==> src/rtl/flexbex_mem_pkg.sv <==
// Shared types and constants for the data-memory arbiter slice.
//   SRAM_AW  - word-address width of the data SRAM macro (256 words)
//   SRAM_DW  - data width of the macro
//   SRAM_BEW - byte-enable / write-mask width
//   owner_e  - initiator that owns an in-flight access
//   byte2word() - byte address to macro word address
package flexbex_mem_pkg;

    localparam int unsigned SRAM_AW  = 8;
    localparam int unsigned SRAM_DW  = 32;
    localparam int unsigned SRAM_BEW = 4;

    typedef enum logic {
        OWN_CORE = 1'b0,
        OWN_FAB  = 1'b1
    } owner_e;

    // Drops the byte offset; the caller passes just the bits that reach the macro.
    function automatic logic [SRAM_AW-1:0] byte2word(input logic [SRAM_AW+1:0] byte_addr);
        return SRAM_AW'(byte_addr >> 2);
    endfunction

endpackage

==> src/rtl/flexbex_rr_arb2.sv <==
// Two-request round-robin arbiter.
//   clk, resetn - clock and synchronous active-low reset
//   req[1:0]    - requests (bit 0 = core, bit 1 = fabric)
//   gnt[1:0]    - one-hot grant, combinational from req
//   idx         - index of the winning request (valid when any gnt bit is set)
// On a tie the pointer picks the winner; after every grant it moves to the other port.
module flexbex_rr_arb2 #(
    parameter bit FAB_PRIO = 1'b0
) (
    input  logic       clk,
    input  logic       resetn,
    input  logic [1:0] req,
    output logic [1:0] gnt,
    output logic       idx
);

    logic ptr_q, ptr_d;

    always_ff @(posedge clk) begin
        if (!resetn) begin
            ptr_q <= FAB_PRIO;
        end else begin
            ptr_q <= ptr_d;
        end
    end

    always_comb begin
        idx = req[1];
        if (&req) begin
            idx = ptr_q;
        end
        gnt   = 2'b00;
        ptr_d = ptr_q;
        if (|req) begin
            gnt   = idx ? 2'b10 : 2'b01;
            ptr_d = ~idx;
        end
    end

endmodule

==> src/rtl/flexbex_dmem_arb.sv <==
// Core/fabric arbiter and req/gnt/rvalid bridge in front of the data SRAM macro (port 0).
//   clk, resetn        - clock and synchronous active-low reset
//   c_*                - core (Ibex data) initiator: req/gnt/rvalid, byte address
//   f_*                - fabric initiator, same protocol as the core port
//   sram_*             - macro port 0: active-low csb/web, wmask, word address, din/dout
// Optional: FLEXBEX_DMEM_RANGE_ERR_EN makes addresses with upper bits set return an error
// response without touching the macro; otherwise those bits alias and err is tied low.
module flexbex_dmem_arb
    import flexbex_mem_pkg::*;
#(
    parameter int unsigned SRAM_AW  = 8,
    parameter int unsigned IN_AW    = 12,
    parameter bit          FAB_PRIO = 1'b0
) (
    input  logic                clk,
    input  logic                resetn,
    input  logic                c_req_i,
    output logic                c_gnt_o,
    output logic                c_rvalid_o,
    input  logic                c_we_i,
    input  logic [SRAM_BEW-1:0] c_be_i,
    input  logic [IN_AW-1:0]    c_addr_i,
    input  logic [SRAM_DW-1:0]  c_wdata_i,
    output logic [SRAM_DW-1:0]  c_rdata_o,
    output logic                c_err_o,
    input  logic                f_req_i,
    output logic                f_gnt_o,
    output logic                f_rvalid_o,
    input  logic                f_we_i,
    input  logic [SRAM_BEW-1:0] f_be_i,
    input  logic [IN_AW-1:0]    f_addr_i,
    input  logic [SRAM_DW-1:0]  f_wdata_i,
    output logic [SRAM_DW-1:0]  f_rdata_o,
    output logic                f_err_o,
    output logic                sram_csb_o,
    output logic                sram_web_o,
    output logic [SRAM_BEW-1:0] sram_wmask_o,
    output logic [SRAM_AW-1:0]  sram_addr_o,
    output logic [SRAM_DW-1:0]  sram_din_o,
    input  logic [SRAM_DW-1:0]  sram_dout_i
);

    logic [1:0]          req, gnt;
    logic                win;
    logic                any_gnt;
    logic                sel_fab;
    logic                m_we;
    logic [SRAM_BEW-1:0] m_be;
    logic [IN_AW-1:0]    m_addr;
    logic [SRAM_DW-1:0]  m_wdata;
    logic                oor;
    logic                access;

    // Response tag: owner_q doubles as the idle mux select so the macro pins stay quiet.
    owner_e owner_q;
    logic   rvalid_q;
    logic   read_q;
    logic   resp;
    logic   resp_err;
    logic [SRAM_DW-1:0] resp_data;

    // Gating with resetn keeps grants off while reset is asserted.
    assign req = {f_req_i & resetn, c_req_i & resetn};

    flexbex_rr_arb2 #(
        .FAB_PRIO(FAB_PRIO)
    ) u_rr_arb2 (
        .clk   (clk),
        .resetn(resetn),
        .req   (req),
        .gnt   (gnt),
        .idx   (win)
    );

    assign any_gnt = |gnt;
    assign c_gnt_o = gnt[0];
    assign f_gnt_o = gnt[1];

    always_comb begin
        sel_fab = any_gnt ? win : (owner_q == OWN_FAB);
        m_we    = sel_fab ? f_we_i    : c_we_i;
        m_be    = sel_fab ? f_be_i    : c_be_i;
        m_addr  = sel_fab ? f_addr_i  : c_addr_i;
        m_wdata = sel_fab ? f_wdata_i : c_wdata_i;
    end

`ifdef FLEXBEX_DMEM_RANGE_ERR_EN
    logic err_q;

    assign oor = any_gnt & (m_addr[IN_AW-1:SRAM_AW+2] != '0);

    always_ff @(posedge clk) begin
        if (!resetn) begin
            err_q <= 1'b0;
        end else if (any_gnt) begin
            err_q <= oor;
        end
    end

    assign resp_err = err_q;
`else
    logic unused_addr_hi;

    assign unused_addr_hi = ^m_addr[IN_AW-1:SRAM_AW+2];
    assign oor            = 1'b0;
    assign resp_err       = 1'b0;
`endif

    assign access       = any_gnt & ~oor;
    assign sram_csb_o   = ~access;
    assign sram_web_o   = ~(access & m_we);
    assign sram_wmask_o = m_be;
    assign sram_addr_o  = byte2word(m_addr[SRAM_AW+1:0]);
    assign sram_din_o   = m_wdata;

    always_ff @(posedge clk) begin
        if (!resetn) begin
            rvalid_q <= 1'b0;
            owner_q  <= OWN_CORE;
            read_q   <= 1'b0;
        end else begin
            rvalid_q <= any_gnt;
            if (any_gnt) begin
                owner_q <= owner_e'(win);
                read_q  <= ~m_we;
            end
        end
    end

    always_comb begin
        resp      = rvalid_q & resetn;
        resp_data = (read_q & ~resp_err) ? sram_dout_i : '0;

        c_rvalid_o = resp & (owner_q == OWN_CORE);
        f_rvalid_o = resp & (owner_q == OWN_FAB);
        c_rdata_o  = c_rvalid_o ? resp_data : '0;
        f_rdata_o  = f_rvalid_o ? resp_data : '0;
        c_err_o    = c_rvalid_o & resp_err;
        f_err_o    = f_rvalid_o & resp_err;
    end

endmodule

==> config.mk <==
export PLATFORM = sky130hd
export DESIGN_NAME = flexbex_dmem_arb
export DESIGN_NICKNAME = d
export VERILOG_FILES = /design/src/rtl/flexbex_mem_pkg.sv /design/src/rtl/flexbex_rr_arb2.sv /design/src/rtl/flexbex_dmem_arb.sv
export SDC_FILE = /design/constraint.sdc
export NUM_CORES = 1
export LEC_CHECK = 0
export ABC_AREA = 1
export CORE_AREA = 2 2 96 98
export DETAILED_ROUTE_END_ITERATION = 7
export DIE_AREA = 0 0 98 100
export GPL_TIMING_DRIVEN = 0
export PLACE_DENSITY = 0.67
export SLEW_MARGIN = 20
export SYNTH_ARGS = -nofsm -noshare
export SYNTH_HDL_FRONTEND = slang
export SYNTH_HIERARCHICAL = 1
export SYNTH_SLANG_ARGS = --single-unit
==> constraint.sdc <==
create_clock -name clk -period 2.3 [get_ports clk]
set_clock_uncertainty 0.15 [all_clocks]
set_input_delay 0.46 -clock clk [delete_from_list [all_inputs] [get_ports clk]]
set_output_delay 0.46 -clock clk [all_outputs]
set_load 0.02 [all_outputs]
==> summary.md <==
| Metric | Value |
|---|---|
| Result of the run | finished, violations left |
| Violated checks | setup timing |
| PortBufs | roughly 240 |
| Synth cell count leaders | nand2_1 (139), nor3_1 (64), inv_1 (43), buf_2 (6), buf_4 (6) |
| CTS Buf Count | 3 |
| Core box area | 8890 um^2 |
| Grt ovf | 0 |
| Vert. Die Dim | approximately 100 um |
| P_leak | around 0.0025 uW |
| Die area | slightly below 10000 um^2 |
| Post-synth ARST share | 0% |
| CP required | 1690 ps |
| Max-Cap Viols | 0 |
| Routed wire length | around 8.8 mm |
| Worst r2r src | u_rr_arb2/ptr_q$_SDFFE_PN0P_ |
| Worst min-delay path class | primary input to flop |
| Layout cells sized above 1 | 34.7% |
| Fmax | 423 MHz |
| CTS tree | built |
| Top_reg_cell synth | dfxtp_1 |
| FF-to-FF setup slack | 700 ps |
| Drt first-iter violations | 32 |
| Min Tclk post-route | 2360 ps |
| First-pass GRT wire length | around 13 mm |
| Distinct cells, synth | 20 |
| Initial antenna violation count | 0 |
| Cell Area, Synth | 1340 um^2 |
| Hold endpoint | u_rr_arb2/ptr_q$_SDFFE_PN0P_ |
| Core Rows | 35 |
| Initial Util | 15.1% |
| I/O Pins | 250 |
| CTS root buf | clkbuf_8 |
| Hold path startpoint | resetn |
| Ys Warns | 6 |
| RSZ-0062 raised after global routing | true |
| Area contributors post-synth | nand2_1 (39%), nor3_1 (24%), inv_1 (12%) |
| Seq/Total Area, Yosys | under 10% |
| FF+latch count, synth | 4 |
| Ant diodes | 0 |
| Vias | 2855 |
| Syn_area_per_cell | 4.59 um^2 |
| Post-route ant nets | 0 |
| Critical path type | primary input to output pin |
| Global Route Usage Sum | between 10% and 20% |
| Yosys top cell by area | nand2_1 |
| Nets | 695 |
| Clock sinks | 4 |
| Peak VDD IR | between 0.1 and 0.15 mV |
| Critical path startpoint category | primary input |
| Final GP Congestion | about 0.87 |
| Die W | 98 um |
| Cell area after layout | approximately 4500 um^2 |
| Via density | 4.26 |
| Power Dens Cells | 265 nW/um^2 |
| Dpl cell area | 3880 um^2 |
| Final max-slew violation count | 0 |
| Gate Count Post-Synth | 292 |
| Hold buffers post-CTS | 0 |
| Setup TNS | -570 ps |
| Htree depth | 1 |
| Reg clk slew, reported paths | 40 ps |
| Largest net degree at the start of global routing | 11 |
| Drt first pass iters | 4 |
| Area share of the largest cell type after synthesis | 38.9% |
| Critical path peak fanout | 5 |
| Clock Latency Late Sink | between 200 and 250 ps |
| Synthesis-to-finish area growth | 238% |
| Cells on Worst Hold Path | 3 |
| CP Capture Type | output pin |
| Wire per inst | 13.1 um |
| DRC viols | 0 |
| Final worst slack | -61.5 ps |
| Vias in the first global route | 2812 |
| Final setup vio count | 18 |
| Crit share post-route | 103% |
| Hold Vio Cnt, Final | 0 |
| Count of flip-flops with a built-in enable after synthesis | 0 |
| Critical path arrival | approximately 1800 ps |
| R2r endpoint | owner_q$_SDFF_PN0_ |
| Dpl hpwl | 6.71 mm |
| Core Util, Final | around half |
| R2R cell count | 10 |
| Clock Tree Buf Depth | 2 |
| Count leader, synth | nand2_1 |
==> layer usage <==
metal  part of all wire, %  GRT usage [%]  vias to the layer above  routed length [um]
met5                     0              0                        -                   0
met4                   1.7           3.95                        0                 146
met3                   9.2           4.11                       14                 811
met2                    54           32.3                      168                4720
met1                    36           17.0                     1248                3130
li1                      -              -                     1425                   -
==> through the flow <==
stage | power [uW] | std cells | hold WS, ps | setup slack, ps
floorplan | 406 | 293 | 372 | 32.6
global placement | 849 | 643 | 385 | -1200
detailed placement | 855 | 643 | 394 | -1230
CTS | 1120 | 666 | 334 | -61.0
global route | 1280 | 670 | 338 | -125
finish | 1200 | 670 | 337 | -61.5
==> area by class of cell <==
type	count	area [um^2]
fillers	869	4360
repair buffers	262	2620
multi-input cells	223	1290
inverters	45	179
plain buffers	21	169
well taps	111	139
flip-flops and latches	4	81.3
clock buffers	3	41.3
repair inverters	1	11.3
==> critical path, cell delays in order <==
cell and delay (ps):
buf_12 90, nand2_4 40, inv_2 50, inv_2 50, a21oi_4 180, inv_2 60
nand2_2 90, nand2_4 70, nand2_8 100, buf_12 140, inv_8 40, buf_8 130
nand2_2 50, nand2_2 50, buf_6 120
==> logic make-up after synthesis <==
group | synth area share [%]
AO/OA/AOI/OAI | 1.49
other | 0.280
flip-flops | 5.98
buffers and inverters | 23.4
AND/OR/NAND/NOR | 68.8
==> cell usage in the layout, fill, tap and decap left out, types with 6 or more instances in the layout <==
cell type,synthesis,final
nand2_4,1,21
buf_2,6,7
inv_1,43,38
nand2_2,4,63
buf_8,0,6
buf_6,4,49
dlygate4sd2_1,0,61
nor3_1,64,63
buf_4,6,20
clkdlybuf4s50_1,0,122
nand2_1,139,60
==> registers in the layout (all words and copies together) (netlist names) <==
name,count
owner_q,1
read_q,1
rvalid_q,1
u_rr_arb2/ptr_q,1
==> report_power, final <==
| part | leakage [uW] | switching [uW] | internal (uW) |
|---|---|---|---|
| combinational | 0.00243 | 451 | 515 |
| sequential | 0.0000333 | 5.80 | 75.3 |
| clock | 0.0000216 | 40.3 | 112 |
==> worst max-delay path by stage <==
stage	start	end	cells after the start
after CTS	resetn	sram_din_o[28]	15
after floorplan	f_req_i	sram_din_o[22]	10
after global placement	resetn	sram_din_o[21]	13
final	resetn	sram_din_o[26]	15
after global routing	resetn	sram_din_o[30]	15
after detailed placement	resetn	sram_din_o[21]	13
==> what timing repair did <==
item | 4_1_cts | 5_1_grt
setup buffers | 12 | 4
gates cloned | 8 | 1
endpoints found under the setup margin | 114 | 52
pin swaps | 26 | 28
gates resized for setup | 393 | 103
Note: power is estimated with default switching activity, not from simulation.
